File: src/rtl/fifo_rd_packer.sv
// Read-domain packer: pops narrow words from the async FIFO read port and packs them into wide output words.
// Optional RD_POPCNT_EN adds free-running pop_count / word_count statistics outputs.
module fifo_rd_packer #(
  parameter int unsigned datawidth = 8,
  parameter int unsigned ratio     = 4
) (
  input  logic                           rclk,
  input  logic                           rrst_n,
  input  logic [datawidth-1:0]           rdata,
  input  logic                           rempty,
  output logic                           rinc,
  output logic [ratio*datawidth-1:0]     m_data,
  output logic [ratio-1:0]               m_keep,
  output logic                           m_last,
  output logic                           m_valid,
  input  logic                           m_ready,
  input  logic                           flush,
  output logic                           flush_done,
  output logic                           busy
`ifdef RD_POPCNT_EN
  ,output logic [15:0]                   pop_count
  ,output logic [15:0]                   word_count
`endif
);

  localparam int unsigned IDX_W = (ratio > 1) ? $clog2(ratio) : 1;
  localparam int unsigned OUT_W = ratio * datawidth;
  localparam logic [IDX_W-1:0] IDX_LAST = IDX_W'(ratio - 1);

  localparam logic [0:0] ST_FILL  = 1'b0;
  localparam logic [0:0] ST_FLUSH = 1'b1;

  logic [0:0]       state_q, state_d;
  logic [IDX_W-1:0] idx_q, idx_d;
  logic [OUT_W-1:0] acc_q, acc_d;
  logic [1:0]       ocnt_q, ocnt_d;
  logic [OUT_W-1:0] hd_data_q, hd_data_d, tl_data_q, tl_data_d;
  logic [ratio-1:0] hd_keep_q, hd_keep_d, tl_keep_q, tl_keep_d;
  logic             hd_last_q, hd_last_d, tl_last_q, tl_last_d;
  logic             flush_done_q, flush_done_d;
  logic             busy_q, busy_d;
  logic             m_valid_q, m_valid_d;

  logic             rinc_c;
  logic             space_c;
  logic             out_pop_c;
  logic             push_c;
  logic [OUT_W-1:0] push_data_c;
  logic [ratio-1:0] push_keep_c;
  logic             push_last_c;
  logic [ratio-1:0] keep_mask_c;

  // Lanes below the current index hold valid data during a partial flush.
  always_comb begin
    keep_mask_c = '0;
    for (int i = 0; i < int'(ratio); i++) begin
      keep_mask_c[i] = (i < int'(idx_q));
    end
  end

  always_comb begin
    state_d      = state_q;
    idx_d        = idx_q;
    acc_d        = acc_q;
    ocnt_d       = ocnt_q;
    hd_data_d    = hd_data_q;
    hd_keep_d    = hd_keep_q;
    hd_last_d    = hd_last_q;
    tl_data_d    = tl_data_q;
    tl_keep_d    = tl_keep_q;
    tl_last_d    = tl_last_q;
    flush_done_d = 1'b0;
    push_c       = 1'b0;
    push_data_c  = '0;
    push_keep_c  = '0;
    push_last_c  = 1'b0;

    out_pop_c = m_valid_q & m_ready;
    space_c   = (ocnt_q < 2'd2) | out_pop_c;
    // Last lane may only be popped when the completed word has somewhere to go.
    rinc_c    = rrst_n & (state_q == ST_FILL) & ~flush & ~rempty &
                ((idx_q != IDX_LAST) | space_c);

    case (state_q)
      ST_FILL: begin
        if (flush) begin
          state_d = ST_FLUSH;
        end else if (rinc_c) begin
          acc_d[idx_q*datawidth +: datawidth] = rdata;
          if (idx_q == IDX_LAST) begin
            push_c      = 1'b1;
            push_data_c = acc_d;
            push_keep_c = '1;
            idx_d       = '0;
            acc_d       = '0;
          end else begin
            idx_d = idx_q + IDX_W'(1);
          end
        end
      end
      ST_FLUSH: begin
        if (space_c) begin
          if (idx_q != '0) begin
            push_c      = 1'b1;
            push_data_c = acc_q;
            push_keep_c = keep_mask_c;
            push_last_c = 1'b1;
          end
          idx_d        = '0;
          acc_d        = '0;
          flush_done_d = 1'b1;
          state_d      = ST_FILL;
        end
      end
      default: state_d = ST_FILL;
    endcase

    // Two-entry output buffer: head drives the stream, tail catches the overflow word.
    case ({push_c, out_pop_c})
      2'b10: begin
        if (ocnt_q == 2'd0) begin
          hd_data_d = push_data_c;
          hd_keep_d = push_keep_c;
          hd_last_d = push_last_c;
        end else begin
          tl_data_d = push_data_c;
          tl_keep_d = push_keep_c;
          tl_last_d = push_last_c;
        end
        ocnt_d = ocnt_q + 2'd1;
      end
      2'b01: begin
        hd_data_d = tl_data_q;
        hd_keep_d = tl_keep_q;
        hd_last_d = tl_last_q;
        ocnt_d    = ocnt_q - 2'd1;
      end
      2'b11: begin
        if (ocnt_q == 2'd1) begin
          hd_data_d = push_data_c;
          hd_keep_d = push_keep_c;
          hd_last_d = push_last_c;
        end else begin
          hd_data_d = tl_data_q;
          hd_keep_d = tl_keep_q;
          hd_last_d = tl_last_q;
          tl_data_d = push_data_c;
          tl_keep_d = push_keep_c;
          tl_last_d = push_last_c;
        end
      end
      default: ;
    endcase

    m_valid_d = (ocnt_d != 2'd0);
    busy_d    = (idx_d != '0) | (state_d == ST_FLUSH);
  end

  always_ff @(posedge rclk or negedge rrst_n) begin
    if (!rrst_n) begin
      state_q      <= ST_FILL;
      idx_q        <= '0;
      acc_q        <= '0;
      ocnt_q       <= '0;
      hd_data_q    <= '0;
      hd_keep_q    <= '0;
      hd_last_q    <= 1'b0;
      tl_data_q    <= '0;
      tl_keep_q    <= '0;
      tl_last_q    <= 1'b0;
      flush_done_q <= 1'b0;
      busy_q       <= 1'b0;
      m_valid_q    <= 1'b0;
    end else begin
      state_q      <= state_d;
      idx_q        <= idx_d;
      acc_q        <= acc_d;
      ocnt_q       <= ocnt_d;
      hd_data_q    <= hd_data_d;
      hd_keep_q    <= hd_keep_d;
      hd_last_q    <= hd_last_d;
      tl_data_q    <= tl_data_d;
      tl_keep_q    <= tl_keep_d;
      tl_last_q    <= tl_last_d;
      flush_done_q <= flush_done_d;
      busy_q       <= busy_d;
      m_valid_q    <= m_valid_d;
    end
  end

  assign rinc       = rinc_c;
  assign m_data     = hd_data_q;
  assign m_keep     = hd_keep_q;
  assign m_last     = hd_last_q;
  assign m_valid    = m_valid_q;
  assign flush_done = flush_done_q;
  assign busy       = busy_q;

`ifdef RD_POPCNT_EN
  logic [15:0] pop_cnt_q, word_cnt_q;

  // Free-running statistics; both wrap naturally at 16 bits.
  always_ff @(posedge rclk or negedge rrst_n) begin
    if (!rrst_n) begin
      pop_cnt_q  <= '0;
      word_cnt_q <= '0;
    end else begin
      if (rinc_c)    pop_cnt_q  <= pop_cnt_q + 16'd1;
      if (out_pop_c) word_cnt_q <= word_cnt_q + 16'd1;
    end
  end

  assign pop_count  = pop_cnt_q;
  assign word_count = word_cnt_q;
`endif

endmodule

File: config.mk
export PLATFORM = sky130hd
export DESIGN_NAME = fifo_rd_packer
export DESIGN_NICKNAME = d
export VERILOG_FILES = /design/src/rtl/fifo_rd_packer.sv
export SDC_FILE = /design/constraint.sdc
export NUM_CORES = 1
export LEC_CHECK = 0
export CAP_MARGIN = 0
export CORE_UTILIZATION = 52
export DETAILED_ROUTE_END_ITERATION = 8
export PLACE_DENSITY = 0.74
export SETUP_SLACK_MARGIN = 0.05
export SYNTH_ARGS = -nofsm -noshare
export SYNTH_HDL_FRONTEND = slang
export SYNTH_SLANG_ARGS = --single-unit
File: constraint.sdc
create_clock -name rclk -period 3.1 [get_ports rclk]
set_clock_uncertainty 0.1 [all_clocks]
set_input_delay 0.775 -clock rclk [delete_from_list [all_inputs] [get_ports rclk]]
set_output_delay 0.775 -clock rclk [all_outputs]
set_load 0.01 [all_outputs]
[Yosys cells after proc, flatten, opt, wreduce, memory -nomap -nowiden]
Cells that the tools add are included.
Word-level totals
  bits in registers: 114
  input bits: 13
Operators by class
  multiplexer cells: 54
  add/subtract/negate cells: 4
  shift operators: 2
  bitwise gates (word level): 11
  reductions and logical operators: 9
  magnitude comparators: 4
  equal/unequal tests: 12
Operators with widths (count)
  $mux W32: 13
  $pmux W32 S2: 3
  $pmux W32 S3: 1
  $neg A5 Y34: 1
  $shift A8 B34 Y32 const A: 1
  $shiftx A8 B34 Y32: 1
  $bwmux W32: 1
  $mux W4: 7
  $pmux W4 S2: 2
  $mux W1: 14
  $ne A2 B2 Y1 const B: 6
  $pmux W4 S3: 1
  $mux W2: 4
  $pmux W2 S2: 2
  $reduce_bool A2 Y1: 4
  $eq A2 B2 Y1 const B: 3
  $mux W3: 2
  $pmux W1 S2: 3
  $reduce_and A3 Y1: 2
  $and A1 B1 Y1: 5
  $add A2 B1 Y2 const B: 2
  $eq A2 B1 Y1 const B: 2
  $lt A1 B2 Y1 const A: 2
  $not A1 Y1: 3
  other kinds (9): 11

[Logic depth before layout (Yosys ltp)]
Gate-level depths: netlist of the first run.
  word-level depth: 11
  gate-level depth with buffers: 14
  mapped depth without buffers: 11

[Least setup slack after synthesis of the first run]
OpenSTA, ideal clock, no wires.
  kind: input to register
  from: input flush
  to: register hd_data_q[19] (netlist: m_data[19])
  stages: 12
  slack: -405 ps
  required time: 2913 ps
  arrival time: 3318 ps
  cell sequence: or4b_1 -> buf_2 -> nor3_2 -> nor2_2 -> inv_1 -> ha_1 -> nor2b_1 -> or2_2 -> clkbuf_1 -> clkbuf_1 -> nand2_1 -> o211ai_1
Between the ends
  cells in the longest elaborated chain, start to end: 10
  elaborated cells between the ends (all ways): 19
  classes of those cells: eq/ne (4); mux (9); bitwise (4); reduce/logical (2)
RTL lines
  start: declaration: RTL line 17  | input logic flush,
  $not A1 Y1: RTL line 81  | rinc_c = rrst_n & (state_q == ST_FILL) & ~flush & ~rempty &
  $and A1 B1 Y1 (3 in a row): RTL line 81
  $mux W1: RTL line 88  | end else if (rinc_c) begin
  $mux W1: RTL line 86  | if (flush) begin
  $pmux W1 S2: RTL line 84  | case (state_q)
  $eq A2 B2 Y1 or $eq A2 B1 Y1 (tied branches): RTL line 119  | case ({push_c, out_pop_c})
  $ne A2 B2 Y1 (no source line) or $reduce_bool A3 Y1 (tied branches)
  $reduce_and A2 Y1 (no source line)
  end signal: assignment: RTL line 179  | hd_data_q <= hd_data_d;
  end: declaration: RTL line 37  | logic [OUT_W-1:0] hd_data_q, hd_data_d, tl_data_q, tl_data_d;
Parallel ways exist; a longest one is shown, timed or not. The select of a mux whose other input is x is not followed.
A chain may end at the register's enable or synchronous reset.

[Worst setup path after layout of the first run]
  from: input flush
  to: register hd_keep_q[0] (netlist: m_keep[0])
Between the ends
  elaborated cells between the ends (all ways): 19
  classes of those cells: eq/ne (4); mux (9); bitwise (4); reduce/logical (2)
RTL lines
  $not A1 Y1: RTL line 81
  $and A1 B1 Y1 (3 in a row): RTL line 81
  $mux W4: RTL line 88
  $mux W4 (*): RTL line 86
  $pmux W4 S2 (*): RTL line 84
  net push_keep_c[0]: RTL line 49  | logic [ratio-1:0] push_keep_c;
  $mux W4 (on tied branches): RTL line 139, 121
  $pmux W4 S3 (*): RTL line 119
  end signal: assignment: RTL line 180  | hd_keep_q <= hd_keep_d;
  end: declaration: RTL line 38  | logic [ratio-1:0] hd_keep_q, hd_keep_d, tl_keep_q, tl_keep_d;
Mark *: on every way through the listed nets, which the timed path passes. The rest lies on a longest branch. The select of a mux whose other input is x is not followed.

==> results of run 1 <==
-- sequential cells by signal (all words and copies together), names as in the netlist --
name and flops:
acc_q 32, m_data 32, tl_data_q 32, m_keep 4, tl_keep_q 4, idx_q 2, ocnt_q 2, busy 1
flush_done 1, m_last 1, m_valid 1, state_q 1, tl_last_q 1
-- cell usage in the layout (no fill, tap or decap), drive strengths merged, types with 2 or more instances in the layout --
master         netlist  final
ha                  12     12
or2                  2      2
clkinv               0      5
mux2                 2      2
nand3               43     43
mux2i                3      3
a221oi               7      7
nand3b               2      2
nand2b               2      2
inv                 11     11
o21ai               33     33
nor4bb               4      4
a32oi                7      7
o2bb2ai             23     23
a21oi               29     29
bufinv               0      4
o211ai              27     27
a2111oi              2      2
clkbuf              33     23
nor2b               23     23
a22oi               24     24
a211oi               3      3
clkdlybuf4s50        0     51
buf                  9     60
a2bb2oi             24     24
nor2                21     21
and4b                2      2
dfrtp              114    114
nor3                 2      2
a22o                14     14
nand2               56     56
-- per-layer routing --
layer  GRT usage (%)  up-vias  part of all wire [%]
met5               0        -                     0
met4            12.0        0                   2.1
met3            7.36       35                   6.9
met2            49.2      219                    48
met1            41.3     2446                    43
li1                -     2250                     -
-- final cells by class --
class | instances | area [sq um]
Sequential cell | 114 | 2850
Timing Repair Buffer | 113 | 1120
Clock inverter | 10 | 156
Inverter | 11 | 41.3
Tap cell | 136 | 170
Multi-Input combinational cell | 383 | 2730
Fill cell | 739 | 2990
Clock buffer | 22 | 453
-- cell usage after synthesis, types with 4 or more instances --
cell type / count / area share (%)
sky130_fd_sc_hd__a221oi_1: 7 / 1.1
sky130_fd_sc_hd__clkbuf_1: 33 / 2.2
sky130_fd_sc_hd__o211ai_1: 7 / 0.92
sky130_fd_sc_hd__o211ai_2: 20 / 4.4
sky130_fd_sc_hd__nand2_1: 55 / 3.6
sky130_fd_sc_hd__o2bb2ai_1: 23 / 3.5
sky130_fd_sc_hd__nand3_1: 43 / 3.8
sky130_fd_sc_hd__nor4bb_1: 4 / 0.70
sky130_fd_sc_hd__nor2_1: 19 / 1.2
sky130_fd_sc_hd__dfrtp_1: 114 / 50
sky130_fd_sc_hd__o21ai_0: 27 / 2.4
sky130_fd_sc_hd__a22o_1: 14 / 2.1
sky130_fd_sc_hd__a2bb2oi_1: 24 / 3.7
sky130_fd_sc_hd__o21ai_1: 6 / 0.52
sky130_fd_sc_hd__ha_1: 12 / 2.6
sky130_fd_sc_hd__a21oi_1: 29 / 2.5
sky130_fd_sc_hd__nor2b_1: 23 / 2.5
sky130_fd_sc_hd__inv_1: 11 / 0.72
sky130_fd_sc_hd__a22oi_1: 24 / 3.1
sky130_fd_sc_hd__a32oi_1: 7 / 1.1
-- logic make-up after synthesis --
group                      Yosys count
and+or+nand+nor                    163
AOI/OAI and AO/OA                  203
DFF                                114
adders and majority gates           12
buffers and inverters               53
muxes                                5
-- through the flow --
step | hold WS (ns) | utilization (%)
after floorplan | 0.339 | -
after global placement | 0.352 | 65.7
after detailed placement | 0.370 | 65.7
after CTS | 0.143 | 71.6
after global routing | 0.160 | 71.6
final | 0.151 | 71.6
-- where the power goes --
group	leakage [nW]	switching [mW]	total [mW]	internal, mW
logic	1.37	1.11	1.90	0.783
clock network	0.299	0.680	2.02	1.34
registers	1.56	0.123	1.78	1.66
-- final timing paths --
| check | start | to | slack [ns] | cells after the start |
|---|---|---|---|---|
| worst min-delay path | rrst_n | tl_data_q[1] | 0.15 | 2 |
| min in group rclk | m_last | m_last | 0.38 | 2 |
| worst min register to register | m_last | m_last | 0.38 | 2 |
| max in group asynchronous | rrst_n | m_data[18] | 1.46 | 3 |
| worst max register to register | idx_q[1] | m_keep[0] | 0.20 | 12 |
| worst max-delay path | flush | m_keep[0] | 0.09 | 11 |
-- timing repair --
| item | in CTS | in global routing |
|---|---|---|
| resized for setup | 3 | 4 |
| hold buffers | 1 | 0 |
| hold endpoints to repair | 1 | 0 |
| pin swaps | 0 | 1 |
| setup endpoints to repair | 1 | 40 |
==> run summary, run 1 <==
FLOW RUN
----------------------------------------------------------------------------------------
Max-cap check violation count                                                          0

STA
----------------------------------------------------------------------------------------
Final setup viols                                                                      0
Count of final hold-check violations                                                   0
Transition time at the pin with the least slew margin                            1.06 ns
Max-Slew Margin vs Limit                                                           29.5%
Post-layout worst setup margin                                                 0.0903 ns
Total negative slack for setup checks                                               0 ns
Final critical-path required period                                              3.01 ns
Fmax                                                                             332 MHz
Setup repair after global routing missed its margin                                 true
Final cycle utilization of the critical path                                       97.1%
Final-report max-slew violation count                                                  0

CELLS AND AREA
----------------------------------------------------------------------------------------
Number of non-filler instances in the completed layout                               789
Layout-stage area growth over the synthesis result                                 31.5%
Antenna diodes                                                                         0
Final Net Count                                                                      665
Final cell area excluding filler cells                                        7520 sq um
Layout cells sized above 1                                                         20.8%

RUN STATUS
----------------------------------------------------------------------------------------
Outcome                                                                     finished clean

CLOCKING
----------------------------------------------------------------------------------------
Clock tree from TritonCTS                                                            yes
Root buffer cell                                                            sky130_fd_sc_hd__clkbuf_8
Clk sink count                                                                       114
Post-CTS Setup Inserts                                                                 0
Number of buffers on the longest clock path                                            2
Number of CTS-inserted buffers                                                        17
Worst skew pair latency                                                          0.52 ns
H-tree depth reported by CTS                                                           4
Clock transition at the registers of the reported paths                          0.06 ns

SYNTHESIS
----------------------------------------------------------------------------------------
Number of warnings issued by yosys                                                     0
Number of flip-flops and latches in the synthesized netlist                          114
Sequential-to-total area share from yosys stat                                     49.9%
Fraction of the mapped netlist area in compound gates                              28.1%
Library cells used by synthesis                                                       53
Area share of xor/xnor cells in the synthesized design                                0%
Post-synth EDFFs                                                                       0
Portion of netlist area occupied by mux cells                                     0.919%
Post-synthesis simple-gate area fraction                                           14.5%
Adder-cell share of the synthesized area                                           2.62%
Total nets after synthesis                                                           575
Synthesized area                                                              5720 sq um
Async S/R FF share, synth                                                           100%
Largest family of logic cells by synthesized area                           compound AO/OA/AOI/OAI gates
Cell count after synthesis                                                           550
Prevailing post-synth register cell                                         sky130_fd_sc_hd__dfrtp_1
Mean cell area of the mapped netlist                                          10.4 sq um

FLOORPLANNING
----------------------------------------------------------------------------------------
Chip Width                                                                   107 microns
Die footprint                                                                11400 sq um
Number of placed I/O pins                                                             54
Effective utilization at floorplan                                                 54.4%
Height of the die                                                            107 microns
Core area                                                                    10500 sq um
Number of core rows                                                                   37

WORST SETUP PATH
----------------------------------------------------------------------------------------
Launching element type of the critical path                                 primary input
Critical path start-end classification                                      primary input to flip-flop
Worst path arrival time                                                          3.34 ns
Type of element capturing the critical path                                    flip-flop
Delay of the slowest cell on the worst path                                      0.56 ns
Required @ worst endpoint                                                        3.43 ns
Slowest stage cell, crit path                                               sky130_fd_sc_hd__or4b_4
CP Buf/Inv Count                                                                       3
Top cell family by delay on the critical path                               simple AND/OR/NAND/NOR gates
Sequence of cells on the critical path                                      clkdlybuf4s50_1, or4b_4, nor3_4, nor2_4, inv_2, ha_4, nand2b_4, a2111oi_4, buf_12, a22oi_1, o21ai_1
Max Fanout on Critical Path                                                           22

PLACED DESIGN
----------------------------------------------------------------------------------------
Total half-perimeter wirelength after legalization and detailed placement   10400 microns
Quantity of I/O buffers inserted on ports                                             53
Worst slack at placement                                                       -0.369 ns
Final estimated routing congestion in global placement                             0.843
Area post-placement                                                           6900 sq um
Cell total after placement                                                           756

GLOBAL ROUTING
----------------------------------------------------------------------------------------
Antenna violations before repair                                                       0
Via count of the first global-routing pass                                          5070
Wire length of the first global-routing pass                                26900 microns
Maximum number of pins on one net before global-route repair                          83
Global routing usage summed across all routing layers                              31.0%
Overflow left after global routing                                                     0

POWER
----------------------------------------------------------------------------------------
Cell Pwr Density                                                             758 nW/um^2
Total chip power                                                                 5.70 mW
Leakage Power                                                                    3.23 nW
Peak supply drop                                                              0.000421 V

DETAILED ROUTING
----------------------------------------------------------------------------------------
Number of vias in the routed layout                                                 4950
DRC marker count from the first detailed-route iteration                             348
Post-detailed-route via-to-cell ratio                                               6.27
Per-cell routed wire length                                                 20.8 microns
DRC violation count after routing                                                      0
Routed wire length                                                          16400 microns
Final antenna-violating net count                                                      0
1st-pass router iterations                                                             5

WORST HOLD PATH
----------------------------------------------------------------------------------------
Class of the tightest hold or removal check                                 primary input to asynchronous set/reset pin

Power figures use the tool's default switching activity.
==> run 2, diff against run 1 <==
--- a/config.mk
+++ b/config.mk
@@ -6,9 +6,9 @@
 export NUM_CORES = 1
 export LEC_CHECK = 0
 export CAP_MARGIN = 0
-export CORE_UTILIZATION = 52
+export CORE_UTILIZATION = 60
 export DETAILED_ROUTE_END_ITERATION = 8
-export PLACE_DENSITY = 0.74
+export PLACE_DENSITY = 0.81
 export SETUP_SLACK_MARGIN = 0.05
 export SYNTH_ARGS = -nofsm -noshare
 export SYNTH_HDL_FRONTEND = slang
==> constraint.sdc (replaced) <==
create_clock -name rclk -period 3.47 [get_ports rclk]
set_clock_uncertainty 0.1 [all_clocks]
set_input_delay 0.8675 -clock rclk [delete_from_list [all_inputs] [get_ports rclk]]
set_output_delay 0.8675 -clock rclk [all_outputs]
set_load 0.01 [all_outputs]
==> run 2 against run 1 <==
Net effect: cell area shrank 3.3%; register-to-register slack better by 0.17 ns; flip-flop and latch count did not move; power shrank 16%; critical path depth fell by 5; via count grew 2.3%; hold slack gained 0.079 ns; cell count fell by 2.7%; sequential power shrank 10%; die area fell by 13%; global-route usage grew 4.0 points.
==> run summary, run 2 (synthesized netlist as in run 1, its figures left out) <==
RUN STATUS
----------------------------------------------------------------------------------------
Outcome                                                                     finished clean

DETAILED ROUTING
----------------------------------------------------------------------------------------
Routed wire length                                                          16300 microns   -0.86%
DRC violation count after routing                                                      0   unchanged
Number of vias in the routed layout                                                 5065   +2.3%
Post-detailed-route via-to-cell ratio                                               6.60   +5.1%
Per-cell routed wire length                                                 21.2 microns   +1.9%
DRC marker count from the first detailed-route iteration                             416   +20%
1st-pass router iterations                                                             5   unchanged
Final antenna-violating net count                                                      0   unchanged

FLOORPLANNING
----------------------------------------------------------------------------------------
Number of core rows                                                                   35   -5.4%
Die footprint                                                                 9930 sq um   -13%
Effective utilization at floorplan                                                 61.9%   +7.5 points
Height of the die                                                           99.6 microns   -6.8%
Number of placed I/O pins                                                             54   unchanged
Chip Width                                                                  99.6 microns   -6.8%
Core area                                                                     9240 sq um   -12%

POWER
----------------------------------------------------------------------------------------
Seq pwr share                                                                      33.3%   +2.0 points
Leakage Power                                                                    3.12 nW   -3.5%
Peak supply drop                                                              0.000420 V   -0.22%
Portion of total power attributed to combinational logic                           32.4%   -0.9 points
Switching Share                                                                    35.0%   +1.4 points
Internal                                                                         3.13 mW   -17%
Clk network pwr share                                                              34.2%   -1.3 points
Cell Pwr Density                                                             661 nW/um^2   -13%
Switching power total                                                            1.68 mW   -12%

PLACED DESIGN
----------------------------------------------------------------------------------------
Total half-perimeter wirelength after legalization and detailed placement   10200 microns   -2.4%
Quantity of I/O buffers inserted on ports                                             53   unchanged
Worst slack at placement                                                       -0.176 ns   +0.194 ns
Final estimated routing congestion in global placement                             0.869   +3.1%
Area post-placement                                                           6710 sq um   -2.7%

CELLS AND AREA
----------------------------------------------------------------------------------------
Antenna diodes                                                                         0   unchanged
Most common cell after layout, fill and taps aside                          sky130_fd_sc_hd__dfrtp_1
Final Net Count                                                                      653   -1.8%
Layout filler cell count                                                             574   -22%
Layout-stage area growth over the synthesis result                                 27.2%
Layout cells sized above 1                                                         18.0%   -2.8 points
Most used cells in the layout excluding fill and tap cells                  113 x sky130_fd_sc_hd__dfrtp_1, 55 x sky130_fd_sc_hd__nand2_1, 51 x sky130_fd_sc_hd__clkdlybuf4s50_1, 43 x sky130_fd_sc_hd__nand3_1, 41 x sky130_fd_sc_hd__buf_4
Final cell area excluding filler cells                                        7280 sq um   -3.3%
FF+latch area                                                                 2850 sq um   about the same
Combined area of the multi-input logic cells                                  2680 sq um   -2.1%

CLOCKING
----------------------------------------------------------------------------------------
Number of CTS-inserted buffers                                                        17   unchanged
CTS Hold Bufs                                                                          0   -1
H-tree depth reported by CTS                                                           4   unchanged
Number of buffers on the longest clock path                                            2   unchanged
Clock tree from TritonCTS                                                            yes
Root buffer cell                                                            sky130_fd_sc_hd__clkbuf_8
Worst skew pair latency                                                          0.51 ns   about the same
Clk sink count                                                                       114   unchanged
Clock transition at the registers of the reported paths                          0.06 ns   about the same

WORST SETUP PATH
----------------------------------------------------------------------------------------
Worst reg2reg endpoint                                                        m_data[29]
FF-to-FF path depth                                                                   13   +1
Worst reg2reg path startpoint                                                   idx_q[0]
Required @ worst endpoint                                                        2.50 ns   -0.93 ns
Worst path arrival time                                                          2.28 ns   -1.06 ns
First element of the critical path                                                 flush
Max Fanout on Critical Path                                                            2   -91%
Launching element type of the critical path                                 primary input
R2r setup slk                                                                    0.37 ns   +0.17 ns
Critical path start-end classification                                      primary input to primary output
Crit path to                                                                        rinc
Type of element capturing the critical path                                 primary output

STA
----------------------------------------------------------------------------------------
Final-report max-slew violation count                                                  0   unchanged
Final setup viols                                                                      0   unchanged
Max-Slew Margin vs Limit                                                           43.0%   +14 points
Min Hold Slack                                                                  0.230 ns   +0.0791 ns
Transition time at the pin with the least slew margin                           0.855 ns   -0.203 ns
Fmax                                                                             308 MHz
Total negative slack for setup checks                                               0 ns   unchanged
Final cycle utilization of the critical path                                       93.7%
Post-layout worst setup margin                                                  0.219 ns   +0.128 ns
Final critical-path required period                                              3.25 ns
Setup repair after global routing missed its margin                                false
Count of final hold-check violations                                                   0   unchanged

GLOBAL ROUTING
----------------------------------------------------------------------------------------
Global routing usage summed across all routing layers                              35.0%   +4.0 points
Antenna violations before repair                                                       0   unchanged
Overflow left after global routing                                                     0   unchanged
Wire length of the first global-routing pass                                26500 microns   -1.7%
Via count of the first global-routing pass                                          5169   +2.0%
Maximum number of pins on one net before global-route repair                          69   -17%

WORST HOLD PATH
----------------------------------------------------------------------------------------
Class of the tightest hold or removal check                                 primary input to asynchronous set/reset pin

FLOW RUN
----------------------------------------------------------------------------------------
Max-cap check violation count                                                          0   unchanged

==> run 2: critical path: stages <==
cell and delay [ns]:
sky130_fd_sc_hd__clkdlybuf4s50_1 0.41, sky130_fd_sc_hd__buf_4 0.15, sky130_fd_sc_hd__nor4b_4 0.30, sky130_fd_sc_hd__o21ai_1 0.14
sky130_fd_sc_hd__inv_1 0.13, sky130_fd_sc_hd__dlygate4sd2_1 0.28
==> run 2: worst min-delay path by stage <==
stage,start,end
detailed placement,tl_data_q[18],tl_data_q[18]
floorplan,tl_keep_q[2],tl_keep_q[2]
CTS,rrst_n,m_valid
finish,rrst_n,m_valid
global route,rrst_n,ocnt_q[1]
global placement,tl_data_q[19],tl_data_q[19]
==> run 2: timing repair <==
action,in CTS,in global routing
endpoints found under the setup margin,1,1
gates resized for setup,2,1
setup buffers,1,0
endpoints found under the hold margin,0,0
==> run 2: power groups by stage <==
stage,logic [mW],registers [mW],clock network (mW)
2_1_floorplan,0.844,1.60,0
3_3_place_gp,1.48,1.61,0
3_5_place_dp,1.52,1.62,0
4_1_cts,1.53,1.60,1.65
5_1_grt,1.67,1.62,1.71
6_report,1.56,1.60,1.65
==> run 2: routing by layer <==
layer  global-route usage (%)  up-vias  part of all wire (%)
li1                         -     2225                     -
met1                     46.5     2526                    42
met2                     54.4      260                    47
met3                     8.15       54                   8.2
met4                     17.4        0                   3.3
met5                        0        -                     0
==> run 2: final cells by class <==
cell class / count / share of cell area [%]
Timing Repair Buffer: 101 / 13.6
Clock inverter: 10 / 1.53
Tap cell: 129 / 2.22
Sequential cell: 114 / 39.2
Multi-Input combinational cell: 383 / 36.8
Clock buffer: 20 / 6.12
Inverter: 11 / 0.567
==> run 2: stage by stage <==
stage                     total power, mW  util, %  std cells
after global routing                 4.99     78.8        768
after global placement               3.08     72.6        737
final                                4.81     78.8        768
after floorplan                      2.45        -        550
after CTS                            4.78     78.7        768
after detailed placement             3.14     72.6        737
==> run 3, diff against run 2 <==
--- a/config.mk
+++ b/config.mk
@@ -6,9 +6,11 @@
 export NUM_CORES = 1
 export LEC_CHECK = 0
 export CAP_MARGIN = 0
-export CORE_UTILIZATION = 60
+export CELL_PAD_IN_SITES_DETAIL_PLACEMENT = 1
+export CELL_PAD_IN_SITES_GLOBAL_PLACEMENT = 2
+export CORE_UTILIZATION = 40
 export DETAILED_ROUTE_END_ITERATION = 8
-export PLACE_DENSITY = 0.81
+export PLACE_DENSITY = 0.82
 export SETUP_SLACK_MARGIN = 0.05
 export SYNTH_ARGS = -nofsm -noshare
 export SYNTH_HDL_FRONTEND = slang
==> constraint.sdc (replaced) <==
create_clock -name rclk -period 4 [get_ports rclk]
set_clock_uncertainty 0.1 [all_clocks]
set_input_delay 1 -clock rclk [delete_from_list [all_inputs] [get_ports rclk]]
set_output_delay 1 -clock rclk [all_outputs]
set_load 0.01 [all_outputs]
==> run 3 against run 2 <==
Net effect: sequential share of layout area increased by 0.33 points; critical path type unchanged; wire length up 11%; combinational power decreased by 19%; largest power group unchanged; global-route usage decreased by 8.5 points.
==> run summary, run 3 (synthesized netlist as in run 1, its figures left out) <==
DETAILED ROUTING
----------------------------------------------------------------------------------------
1st-pass router iterations                                                             4   -1
Per-cell routed wire length                                                 22.5 microns   +6.1%
DRC marker count from the first detailed-route iteration                             379   -8.9%
Routed wire length                                                          18000 microns   +11%
Final antenna-violating net count                                                      0   unchanged
Number of vias in the routed layout                                                 4865   -3.9%
Post-detailed-route via-to-cell ratio                                               6.06   -8.1%
DRC violation count after routing                                                      0   unchanged

WORST SETUP PATH
----------------------------------------------------------------------------------------
Slowest stage cell, crit path                                               sky130_fd_sc_hd__clkdlybuf4s50_1
Required @ worst endpoint                                                        2.90 ns   +0.40 ns
Top cell family by delay on the critical path                               buffers and inverters
Cell occurring most often along the worst timing path                       sky130_fd_sc_hd__clkdlybuf4s50_1
Delay of the slowest cell on the worst path                                      0.55 ns   +0.14 ns
Sequence of cells on the critical path                                      clkdlybuf4s50_1, nor4b_4, o21ai_0, inv_1, clkdlybuf4s50_1
Type of element capturing the critical path                                 primary output
Max Fanout on Critical Path                                                            3   +1
Launching element type of the critical path                                 primary input
Worst path arrival time                                                          2.71 ns   +0.43 ns
CP Buf/Inv Count                                                                       3   -1
Critical path start-end classification                                      primary input to primary output

GLOBAL ROUTING
----------------------------------------------------------------------------------------
Antenna violations before repair                                                       0   unchanged
Maximum number of pins on one net before global-route repair                          61   -12%
Global routing usage summed across all routing layers                              26.5%   -8.5 points
Wire length of the first global-routing pass                                29300 microns   +11%
Overflow left after global routing                                                     0   unchanged
Via count of the first global-routing pass                                          5284   +2.2%

PLACED DESIGN
----------------------------------------------------------------------------------------
Total half-perimeter wirelength after legalization and detailed placement   11300 microns   +12%
Cell total after placement                                                           771   +4.6%
Quantity of I/O buffers inserted on ports                                             53   unchanged
Area post-placement                                                           6600 sq um   -1.7%
Final estimated routing congestion in global placement                             0.827   -4.9%

CELLS AND AREA
----------------------------------------------------------------------------------------
Most used cells in the layout excluding fill and tap cells                  114 x sky130_fd_sc_hd__dfrtp_1, 55 x sky130_fd_sc_hd__nand2_1, 52 x sky130_fd_sc_hd__clkdlybuf4s50_1, 43 x sky130_fd_sc_hd__nand3_1, 29 x sky130_fd_sc_hd__a21oi_1
Share of the core filled with cells                                                51.8%   -27 points
Number of non-filler instances in the completed layout                               803   +4.6%
Layout-stage area growth over the synthesis result                                 26.1%
FF+latch area                                                                 2850 sq um   about the same
Antenna diodes                                                                         0   unchanged
Layout filler cell count                                                            1524   +170%
Layout cells sized above 1                                                         15.6%   -2.4 points
Final cell area excluding filler cells                                        7210 sq um   -0.88%
Final Net Count                                                                      635   -2.8%
Most common cell after layout, fill and taps aside                          sky130_fd_sc_hd__dfrtp_1
Combined area of the multi-input logic cells                                  2680 sq um   about the same

STA
----------------------------------------------------------------------------------------
Final cycle utilization of the critical path                                       95.2%
Max-Slew Margin vs Limit                                                           40.1%   -3.0 points
Final setup viols                                                                      0   unchanged
Fmax                                                                             263 MHz
Final-report max-slew violation count                                                  0   unchanged
Final critical-path required period                                              3.81 ns
Total negative slack for setup checks                                               0 ns   unchanged
Transition time at the pin with the least slew margin                           0.897 ns   +0.0424 ns
Count of final hold-check violations                                                   0   unchanged
Setup repair after global routing missed its margin                                false

CLOCKING
----------------------------------------------------------------------------------------
Root buffer cell                                                            sky130_fd_sc_hd__clkbuf_16
Number of buffers on the longest clock path                                            2   unchanged
Clk sink count                                                                       114   unchanged
Number of CTS-inserted buffers                                                        17   unchanged
Post-CTS Setup Inserts                                                                 0   -1
Post-CTS Resized                                                                       0   -2
Clock tree from TritonCTS                                                            yes
H-tree depth reported by CTS                                                           4   unchanged
Clock transition at the registers of the reported paths                          0.05 ns   about the same
Worst skew pair latency                                                          0.42 ns   -0.09 ns
CTS Hold Bufs                                                                          0   unchanged

FLOORPLANNING
----------------------------------------------------------------------------------------
Height of the die                                                            122 microns   +22%
Core area                                                                    13900 sq um   +51%
Die footprint                                                                14800 sq um   +49%
Chip Width                                                                   122 microns   +22%
Number of core rows                                                                   43   +23%
Effective utilization at floorplan                                                 41.1%   -21 points
Number of placed I/O pins                                                             54   unchanged

RUN STATUS
----------------------------------------------------------------------------------------
Outcome                                                                     finished clean

POWER
----------------------------------------------------------------------------------------
Cell Pwr Density                                                             588 nW/um^2   -11%
Leakage Power                                                                    3.05 nW   -2.4%
Peak supply drop                                                              0.000303 V   -28%

FLOW RUN
----------------------------------------------------------------------------------------
Max-cap check violation count                                                          0   unchanged

WORST HOLD PATH
----------------------------------------------------------------------------------------
Class of the tightest hold or removal check                                 flip-flop to flip-flop

==> run 3: cell count changes in the layout (fill, tap and decap cells not counted), sizes merged <==
cell           delta
clkinv            +1
dlygate4sd2       -1
clkinvlp          -3
bufinv            +1
buf              -18
clkbuf            +3
clkdlybuf4s50     +1
==> run 3: worst paths after layout <==
check                               from  slack [ns]  cells past startpoint            end
max in group asynchronous         rrst_n        2.55                      2  tl_data_q[31]
hold / removal             tl_data_q[26]        0.38                      2  tl_data_q[26]
hold reg to reg            tl_data_q[26]        0.38                      2  tl_data_q[26]
setup reg to reg                idx_q[0]        0.72                     12     m_data[16]
setup / recovery                   flush        0.19                      5           rinc
min in group asynchronous         rrst_n        0.46                      2      m_keep[1]
==> run 3: where the power goes <==
| group | internal, mW | switching (mW) | total (mW) |
|---|---|---|---|
| combinational | 0.426 | 0.833 | 1.26 |
| clock | 1.04 | 0.542 | 1.58 |
| sequential | 1.28 | 0.109 | 1.39 |
| total | 2.75 | 1.48 | 4.24 |
==> run 3: area by class of cell <==
type                       instances  share of cell area, %
inverter                          11                  0.572
tap                              180                   3.12
sequential                       114                   39.5
timing repair buffer              83                   11.1
clock inverter                     9                   1.77
clock buffer                      23                   6.76
multi-input combinational        383                   37.1
==> run 3: worst register-to-register path, cell delays in order (launching register included) <==
cell	delay (ns)
sky130_fd_sc_hd__dfrtp_1	0.51
sky130_fd_sc_hd__inv_1	0.23
sky130_fd_sc_hd__ha_1	0.31
sky130_fd_sc_hd__nand2b_1	0.28
sky130_fd_sc_hd__nor2_2	0.07
sky130_fd_sc_hd__nor2_2	0.19
sky130_fd_sc_hd__inv_1	0.11
sky130_fd_sc_hd__ha_1	0.20
sky130_fd_sc_hd__nor2b_1	0.19
sky130_fd_sc_hd__or2_2	0.31
sky130_fd_sc_hd__buf_4	0.25
sky130_fd_sc_hd__a22oi_1	0.29
sky130_fd_sc_hd__o211ai_2	0.11
==> run 3: layer usage <==
layer	routed length [microns]	vias up	GRT usage, %
li1	-	2181	-
met1	8150	2546	34.4
met2	8780	103	42.8
met3	638	35	4.87
met4	468	0	12.6
met5	0	-	0
==> run 3: per-stage QoR <==
stage | worst slack [ns] | power (mW) | hold slack [ns]
global route | 0.102 | 4.41 | 0.407
CTS | 0.195 | 4.26 | 0.383
floorplan | 0.270 | 2.12 | 0.339
global placement | 0.166 | 2.63 | 0.360
finish | 0.193 | 4.24 | 0.378
detailed placement | 0.0172 | 2.66 | 0.370
